`config.mk`:
```
export PLATFORM = sky130hd
export DESIGN_NAME = mod_msg_schedule
export DESIGN_NICKNAME = d
export VERILOG_FILES = /design/src/rtl/mod_msg_schedule.sv
export SDC_FILE = /design/constraint.sdc
export NUM_CORES = 1
export LEC_CHECK = 0
export ABC_CLOCK_PERIOD_IN_PS = 9600
export BUFFER_PORTS_ARGS = -buffer_cell sky130_fd_sc_hd__buf_2
export CAP_MARGIN = 25
export CORE_MARGIN = 4
export CORE_UTILIZATION = 32
export CTS_BUF_LIST = sky130_fd_sc_hd__clkbuf_2 sky130_fd_sc_hd__clkbuf_4 sky130_fd_sc_hd__clkbuf_8
export DETAILED_ROUTE_END_ITERATION = 10
export PLACE_DENSITY_LB_ADDON = 0.12
export SLEW_MARGIN = 10
export SYNTH_ARGS = -nofsm -noshare
export SYNTH_HDL_FRONTEND = slang
export SYNTH_SLANG_ARGS = --single-unit
```
`constraint.sdc`:
```
create_clock -name CLK -period 9.6 [get_ports CLK]
set_clock_uncertainty 0.2 [all_clocks]
set_input_delay 1.92 -clock CLK [delete_from_list [all_inputs] [get_ports CLK]]
set_output_delay 1.92 -clock CLK [all_outputs]
set_load 0.02 [all_outputs]
```
`src/rtl/mod_msg_schedule.sv`:
```
// mod_msg_schedule -- SHA-256 message-schedule generator.
//
// Accepts one 512-bit block as 16 big-endian words (bit 0 = MSB) on a
// valid/ready input stream. It then emits W[0..ROUNDS-1] on a valid/ready
// output stream for the compression round engine.
//
// Ports:
//   CLK        system clock, rising edge
//   RST_N      asynchronous active-low reset
//   IN_VALID   IN_WORD carries a message word
//   IN_READY   high while loading (LOAD state)
//   IN_WORD    message word [0:31], bit 0 = MSB
//   OUT_VALID  OUT_WORD holds W[t]
//   OUT_READY  downstream accepts OUT_WORD
//   OUT_WORD   schedule word W[t], bit 0 = MSB
//   OUT_LAST   high with OUT_VALID while t = ROUNDS-1
//   BUSY       high in EMIT state
//
// The file also holds the two small-sigma function blocks used by the
// expansion: mod_sigma0 and mod_sigma1.

// mod_sigma0 -- SHA-256 small sigma0: ROTR7 ^ ROTR18 ^ SHR3.
// Ports: x (input word, bit 0 = MSB), y (result).
module mod_sigma0 (
  input  logic [0:31] x,
  output logic [0:31] y
);
  assign y = {x[25:31], x[0:24]} ^ {x[14:31], x[0:13]} ^ {3'b000, x[0:28]};
endmodule

// mod_sigma1 -- SHA-256 small sigma1: ROTR17 ^ ROTR19 ^ SHR10.
// Ports: x (input word, bit 0 = MSB), y (result).
module mod_sigma1 (
  input  logic [0:31] x,
  output logic [0:31] y
);
  assign y = {x[15:31], x[0:14]} ^ {x[13:31], x[0:12]} ^ {10'b0, x[0:21]};
endmodule

module mod_msg_schedule #(
  parameter int ROUNDS = 64
) (
  input  logic        CLK,
  input  logic        RST_N,
  input  logic        IN_VALID,
  output logic        IN_READY,
  input  logic [0:31] IN_WORD,
  output logic        OUT_VALID,
  input  logic        OUT_READY,
  output logic [0:31] OUT_WORD,
  output logic        OUT_LAST,
  output logic        BUSY
);

  typedef enum logic {LOAD = 1'b0, EMIT = 1'b1} state_t;

  localparam logic [6:0] LAST_T = 7'(ROUNDS - 1);

  state_t      state;
  logic [3:0]  count;
  logic [6:0]  t;
  logic [0:31] win [16];
  logic [0:31] s0;
  logic [0:31] s1;
  logic [0:31] next_w;
  logic        accept;
  logic        xfer;

  // The window is kept one block ahead of the output register. While
  // OUT_WORD = W[t], win[i] = W[t+i]. This is the W[t'-16..t'-1] history
  // for t' = t+16, the next word to be generated. Loading shifts words in
  // at win[15]. After the 16th word, win[0..15] = W[0..15].
  mod_sigma0 u_sigma0 (.x(win[1]),  .y(s0));
  mod_sigma1 u_sigma1 (.x(win[14]), .y(s1));

  // W[t+16] = s1(W[t+14]) + W[t+9] + s0(W[t+1]) + W[t], mod 2^32
  assign next_w = s1 + win[9] + s0 + win[0];

  assign IN_READY = (state == LOAD);
  assign BUSY     = (state == EMIT);
  assign accept   = IN_VALID & IN_READY;
  assign xfer     = OUT_VALID & OUT_READY;

  always_ff @(posedge CLK or negedge RST_N) begin
    if (!RST_N) begin
      state     <= LOAD;
      count     <= '0;
      t         <= '0;
      OUT_VALID <= 1'b0;
      OUT_LAST  <= 1'b0;
      OUT_WORD  <= '0;
      for (int i = 0; i < 16; i++) win[i] <= '0;
    end else begin
      case (state)
        LOAD: begin
          if (accept) begin
            for (int i = 0; i < 15; i++) win[i] <= win[i+1];
            win[15] <= IN_WORD;
            count   <= count + 4'd1;
            // Last word: win[1] currently holds W[0].
            if (count == 4'd15) begin
              state     <= EMIT;
              t         <= '0;
              OUT_WORD  <= win[1];
              OUT_VALID <= 1'b1;
              OUT_LAST  <= 1'b0;
            end
          end
        end
        EMIT: begin
          if (xfer) begin
            if (OUT_LAST) begin
              state     <= LOAD;
              count     <= '0;
              t         <= '0;
              OUT_VALID <= 1'b0;
              OUT_LAST  <= 1'b0;
            end else begin
              for (int i = 0; i < 15; i++) win[i] <= win[i+1];
              win[15]  <= next_w;
              t        <= t + 7'd1;
              OUT_WORD <= win[1];
              OUT_LAST <= ((t + 7'd1) == LAST_T);
            end
          end
        end
        default: state <= LOAD;
      endcase
    end
  end

endmodule

```
* Word-level counts from Yosys, hierarchy flattened *
Index checks and enable logic that the tools add are counted.

storage, ports and cells
  bits in registers = 558
  memories = 0
  output and inout port bits = 36
  memory bits (read-only) = 0
  RAM bits = 0
  input bits = 36
  latch bits = 0

cells by class
  equality and inequality tests = 7
  reduce and logical (&&, ||, !) cells = 5
  $add $sub $neg = 5
  bitwise operators = 7
  shift-type cells = 0
  order comparisons = 0
  $mul = 0
  mux-type cells = 33
  divide/modulo/power cells = 0

operators with widths
  operator                                                          count
  512-bit 2-to-1 mux                                                3
  512-bit one-hot mux with 2 select lines                           1
  32-bit 2-to-1 mux                                                 4
  32-bit adder                                                      3
  32-bit one-hot mux with 2 select lines                            1
  32-bit XOR                                                        2
  32-bit by 22-bit XOR with 32-bit output                           1
  32-bit by 29-bit XOR with 32-bit output                           1
  7-bit 2-to-1 mux                                                  4
  7-bit one-hot mux with 2 select lines                             1
  1-bit 2-to-1 mux                                                  12
  4-bit 2-to-1 mux                                                  3
  3-bit AND reduction                                               3
  4-bit one-hot mux with 2 select lines                             1
  4-bit AND reduction                                               2
  7-bit by 1-bit adder with 7-bit output (second input constant)    1
  7-bit by 6-bit == test with 1-bit output (second input constant)  1
  2-bit by 1-bit != test with 1-bit output (second input constant)  3
  1-bit one-hot mux with 2 select lines                             3
  4-bit by 1-bit adder with 4-bit output (second input constant)    1
  4-bit == test (second input constant)                             1
  2-bit != test (second input constant)                             2
  1-bit bitwise AND                                                 2
  1-bit inverter                                                    1

* Logic depth before layout (Yosys ltp) *
Gate-level depths: netlist of the first run.

  depth after elaboration = 8
  mapped depth = 17

* Hierarchy *
A second synthesis of the first run with hierarchy kept.

unflattened totals
  cell total of the unflattened synthesis = 2779
  area total of the unflattened synthesis = 25802.2 µm²

modules (own cells, without submodules)
  module            cells an instance  area an instance (µm²)  times used
  mod_msg_schedule  2715               24461.0                 1
  mod_sigma0        32                 730.7                   1
  mod_sigma1        32                 610.6                   1

* Worst setup path before layout of the first run *
OpenSTA, ideal clock, no wires.

  kind = register -> register
  from = reg win[456] (netlist bit)
  to = reg win[25] (netlist bit)
  clock period less this slack = 4.058 ns
  setup slack = 5.542 ns
  buffers on the path = 1
  data required time = 9.296 ns
  stages on the path, launching flop included = 17
  data arrival time = 3.754 ns
  path through = dfrtp_1 clkbuf_1 xor2_1 xnor2_1 fa_1 fa_1 inv_1 ha_1 inv_1 fa_1 nand2b_1 a211oi_2 o21ai_1 a21oi_1 a41oi_1 or2_0 o311ai_1

between the ends
  word-level cells in the longest chain between the ends = 7

RTL lines
  what                                       RTL line  source
  from (decl)                                62        logic [0:31] win [16];
  32-bit XOR                                 28        assign y = {x[25:31], x[0:24]} ^ {x[14:31], x[0:13]} ^ {3'b000, x[0:28]};
  32-bit by 29-bit XOR with 32-bit output *  28
  32-bit adder * (2 in series)               77        assign next_w = s1 + win[9] + s0 + win[0];
  512-bit 2-to-1 mux *                       112       if (OUT_LAST) begin
  512-bit 2-to-1 mux *                       111       if (xfer) begin
  512-bit one-hot mux with 2 select lines *  94        case (state)

Mark *: on every way between the ends. The rest lies on a longest branch, timed or not. The select of a mux whose other input is x is not followed.
A chain may end at the register's enable or synchronous reset.

* Worst setup path after layout of the first run *
  from = reg win[468] (netlist bit)
  to = reg win[26] (netlist bit)

Same word-level chain as after synthesis.

==> metrics.yaml, run 1 <==
cts_sinks: 558
start_kind: "flop"
yosys_register_bits: 558
cp.required_ps: 9940
ctsResizeCount: 0
synth_top_family_by_area: "simple AND/OR/NAND/NOR gates"
hold_path_depth: 2
htree_num_levels: 3
die_h_um: 290
cts_tree: "yes"
grt_util_all_layers_pct: 16.2
synthTopCellsByCount: "nand2_1, dfrtp_1, o21ai_0, inv_1, clkbuf_1"
viasPerCell: 4.57
grt_max_degree: 236
die_w_um: 290
drc: 0
synth_warnings: 0
yosys-top-cells-area: "dfrtp_1, nand2_1, fa_1"
drt_iter0_drc: 1196
design.core.area_um2: 79000
synthXorXnorAreaFrac_pct: 5.15
rows: 103
r2r_start: "win[468]$_DFFE_PN0P_"
filler_cell_count: 8195
slowest_delay_ps: 600
synth_compound_area_share_pct: 5.88
cts-root-buf: "clkbuf_8"
cts_buffers: 98
synth-adder-area-share_pct: 6.53
wl_per_cell_um: 17.3
clkLatencyLatePin_ps: 710
dp_hpwl_um: 44800
synth_top_area_cell: "dfrtp_1"
worstPathMaxFanout: 6
grt_pass1_vias: 17979
finalSetupViolCount: 0
yosysSeqAreaShare_pct: 54.7
hold_buffers: 0
clk_path_buf_depth: 3
syn_inst: 2815
layout-drive-gt1-share_pct: 10.6
wl_met1_um: 33400
cp_cell_sequence: "xor2_1 > xnor2_1 > fa_1 > fa_1 > inv_1 > ha_1 > a211oi_1 > o21bai_1 > a211oi_1 > o21ai_1 > a21boi_0 > xor2_1 > a21oi_1"
fin_crit_sh_pct: 50.4
portBuffers: 71
postSynth.asyncResetShare_pct: 100
relSlewSlack_pct: 22.4
hold_violations: 0
setup_tns_ps: 0
synth_top_area_share_pct: 54.7
final_nets: 2963
critical_path_class: "flop to flop"
crit_cells: 13
ant_nets: 0
top_layer: "met4"
synthSimpleGateAreaFrac_pct: 21.1
r2r_slack_ps: 4760
fmaxAchievable_mhz: 207
critPathSlowestCell: "fa_1"
yosysMostFrequentCell: "nand2_1"
cp-startpoint: "win[468]$_DFFE_PN0P_"
io_pins: 72
synth_cell_types: 56
grt_first_pass_wirelength_um: 108000
syn_avg_cell_area_um2: 9.07
status: "completed"
worstMarginPinSlew_ps: 1160
rr_worst_depth: 13
synth_mux_area_share_pct: 1.76
dr_wl_met2_um: 31000
clk_pin_slew_ps: 60
crit_family: "compound AO/OA/AOI/OAI gates"
cp_num_buf_inv: 1
netlist_area_um2: 25500
drv_cap: 0
min_path_type: "flop to flop"
endpoint: "win[26]$_DFFE_PN0P_"
detailroute.wirelength.met3_um: 2380
first_pass_iters: 5
cts_setup_buffers: 0
grt_overflow: 0
vias: 18078
min_period_ps: 4840
reg2reg_to: "win[26]$_DFFE_PN0P_"
initial_core_util_pct: 32.3
slew_violations: 0
worstPathArrival_ps: 5170
antenna_found_initial: 1
yosys_most_used_dff: "dfrtp_1"
gp_congestion: 0.871
end_kind: "flop"
routed_wl_um: 68400
syn-num-nets: 2947
dieArea_um2: 84400
rsz0062_at_grt: "false"
area_growth_pct: 13.0
synth_edf_count: 0
## metrics by stage
step           area, µm²  util, %  instances  hold slack, ps  worst slack [ps]
3_5_place_dp       26700     33.8       3778             255              4470
6_report           28800     36.5       3954             235              4760
3_3_place_gp       26600     33.7       3777             249              4520
4_1_cts            28800     36.4       3950             207              4780
5_1_grt            28800     36.5       3954             235              4470
2_1_floorplan      25500        -       2815             239              5540
## worst min path at each step
| stage | from | endpoint | slack [ps] |
|---|---|---|---|
| after global placement | win[181]$_DFFE_PN0P_ | win[181]$_DFFE_PN0P_ | 250 |
| final | win[112]$_DFFE_PN0P_ | win[144]$_DFFE_PN0P_ | 240 |
| after floorplan | win[100]$_DFFE_PN0P_ | win[100]$_DFFE_PN0P_ | 240 |
| after global routing | win[112]$_DFFE_PN0P_ | win[144]$_DFFE_PN0P_ | 240 |
| after CTS | win[112]$_DFFE_PN0P_ | win[144]$_DFFE_PN0P_ | 210 |
| after detailed placement | win[175]$_DFFE_PN0P_ | win[175]$_DFFE_PN0P_ | 260 |
## cell families (layout without fill, tap and decap cells)
family                   count (synthesis)  count (layout)
AND/OR/NAND/NOR                       1400            1400
flip-flops                             558             558
buffers and inverters                  309             397
AO/OA/AOI/OAI                          261             261
XOR/XNOR                               150             150
adder cells (fa/ha/maj)                 96              96
multiplexers                            41              41
other                                    0               1
## per-layer routing
layer / up-vias / global-route usage [%]
met2: 297 / 25.3
met4: 0 / 4.36
met3: 110 / 2.54
met5: - / 0
li1: 8746 / -
met1: 8925 / 23.7
## cell type report
class                      count  area, µm²  area share [%]
antenna                        1       2.50         0.00868
timing repair buffer          93        661            2.29
multi-input combinational   1948      10300            35.8
clock buffer                 151       1900            6.58
inverter                     132        495            1.72
sequential                   558      14000            48.4
clock inverter                21        184           0.638
tap                         1050       1310            4.56
## sequential cells by signal, summed over array words and instances, names as in the netlist
name / cells
OUT_VALID: 1
OUT_WORD: 32
count: 4
BUSY: 1
OUT_LAST: 1
win: 512
t: 7
## layout by cell type, fill, tap and decap left out, types with 2 or more instances in the layout
master and count:
nand2b_1 4, and3_1 13, o211ai_1 3, o221ai_1 2
o21a_1 2, a211oi_1 5, nand4_1 5, o21ai_0 138
inv_1 132, xnor2_1 79, fa_1 62, nor3_1 6
a41oi_1 2, a221oi_1 2, xor2_1 71, nor2b_1 2
nor2_1 32, dfrtp_1 558, o21bai_1 4, buf_12 4
nand3_1 9, clkinv_2 11, mux2i_1 9, a21oi_1 55
buf_16 4, o22ai_1 8, ha_1 34, clkbuf_8 122
mux2_2 32, buf_2 70, or3_1 4, a21o_1 12
nand2_1 1315, buf_4 14, inv_8 2, o21ai_1 6
clkinvlp_4 3, clkbuf_4 29, a31oi_1 9
## worst reg2reg max path, delay by kind of cell, from the launching register on
| family | cells | cell delay [ps] |
|---|---|---|
| buffers and inverters | 1 | 60 |
| xor gates and xnor gates | 3 | 890 |
| adders and majority gates | 3 | 1440 |
| DFF | 1 | 530 |
| AOI/OAI and AO/OA | 6 | 1600 |
Power of run 1 is not shown: default switching activity piles up to over one toggle a cycle in this logic, so the estimate is an artifact.
==> inputs of run 2 (changes only) <==
Settings changed: ABC_CLOCK_PERIOD_IN_PS 9600 to 4700.
Clock period 9.6 ns to 4.7 ns, I/O delays scaled along.
==> run 2 against run 1 <==
Net effect: non-clock buffer count increased by 43; count of clock-buffer cells in the layout increased by 8; critical path depth unchanged; critical path type unchanged.
==> metrics.yaml, run 2 (synthesis gave the netlist of run 1 again) <==
status: "completed"
cts_tree: "yes"
rows: 103
regMostFlops: "win"
drv_cap: 0
rsz0062_at_grt: "false"
post_dp_cell_area_um2: 27200
cts-root-buf: "clkbuf_8"
io_pins: 72
worstMarginPinSlew_ps: 1000
vias: 18169
drc: 0
clk_pin_slew_ps: 60
gp_congestion: 0.862
antenna_found_initial: 3
relSlewSlack_pct: 33.0
initial_core_util_pct: 32.3
ant_nets: 0
fin_crit_sh_pct: 95.5
area_growth_pct: 15.4
drt_iter0_drc: 1237
layout_commonest_cell: "nand2_1"
grt_max_degree: 108
setup_tns_ps: 0
die_h_um: 290
cp.required_ps: 5090
first_pass_iters: 5
clk_path_buf_depth: 3
dp_hpwl_um: 50900
largest_reg_flops: 512
cts_buffers: 99
htree_num_levels: 3
layout_common_cells: "nand2_1, dfrtp_1, o21ai_0"
slew_violations: 0
clkLatencyLatePin_ps: 770
critical_path_class: "flop to flop"
worstPathArrival_ps: 4880
die_w_um: 290
routed_wl_um: 72500
layout-drive-gt1-share_pct: 12.1
seqCellArea_um2: 14000
viasPerCell: 4.54
start_kind: "flop"
end_kind: "flop"
min_period_ps: 4490
grt_util_all_layers_pct: 17.3
min_path_type: "primary input to asynchronous set/reset pin"
fmaxAchievable_mhz: 223
hold_violations: 0
final_area_um2: 29500
grt_pass1_vias: 18677
dieArea_um2: 84400
portBuffers: 71
multi_input_area_um2: 10300
design.core.area_um2: 79000
worstPathMaxFanout: 6
filler_cell_count: 8137
final_nets: 3007
cts_sinks: 558
reg_top3: "win x512, OUT_WORD x32, t x7"
wl_per_cell_um: 18.1
grt_first_pass_wirelength_um: 114000
finalSetupViolCount: 0
grt_overflow: 0
-- run 2: changes by cell type in the layout (fill, tap and decap cells not counted), moves of 3 or more --
cell / delta
buf_4: +27
clkbuf_4: +9
inv_12: +3
buf_12: +20
clkinvlp_4: -3
clkinv_2: -4
buf_16: -4
-- run 2: repair_timing --
item / in CTS / in global routing
setup endpoints to repair: 0 / 5
resized for setup: 0 / 4
hold buffers: 0 / 0
setup buffers: 0 / 0
-- run 2: critical path, stage by stage (launching register included) --
cell and delay [ps]:
dfrtp_1 510, xor2_1 210, xnor2_1 370, fa_1 540, fa_1 550, inv_1 40
ha_1 370, nand3_2 150, nor2_1 250, a21oi_2 160, o41ai_4 520, o21ai_1 120
xor2_1 240, o21ai_1 90
-- run 2: cell type report --
type                    count  area share [%]
multi-input cells        1948            35.1
inverters                 132            1.68
clock buffers             159            6.62
repair buffers            136            3.91
well taps                1050            4.46
flip-flops and latches    558            47.4
diodes                      2          0.0170
clock inverters            16           0.815
-- run 2: stage by stage --
step	util (%)	hold WS, ps	cells	worst slack (ps)
floorplan	-	239	2815	642
global placement	34.5	249	3823	228
detailed placement	34.5	255	3824	200
CTS	37.3	65.7	3999	150
global route	37.3	80.2	4001	0.285
finish	37.3	65.7	4001	212
-- run 2: worst paths after layout --
path	end	cells after the start	slack, ps	from
worst min register to register	win[333]$_DFFE_PN0P_	2	210	win[301]$_DFFE_PN0P_
worst max-delay path	win[22]$_DFFE_PN0P_	13	210	win[464]$_DFFE_PN0P_
min in group CLK	win[333]$_DFFE_PN0P_	2	210	win[301]$_DFFE_PN0P_
worst max register to register	win[22]$_DFFE_PN0P_	13	210	win[464]$_DFFE_PN0P_
max in group asynchronous	win[54]$_DFFE_PN0P_	2	3170	RST_N
worst min-delay path	win[369]$_DFFE_PN0P_	1	70	RST_N
-- run 2: layer usage --
metal | vias up | track usage [%] | wire, µm
met3 | 113 | 2.87 | 2540
met4 | 0 | 4.76 | 1720
met5 | - | 0 | 0
met2 | 278 | 27.5 | 33500
li1 | 8846 | - | -
met1 | 8932 | 24.7 | 34700
Power of run 2 is left out for the same reason.
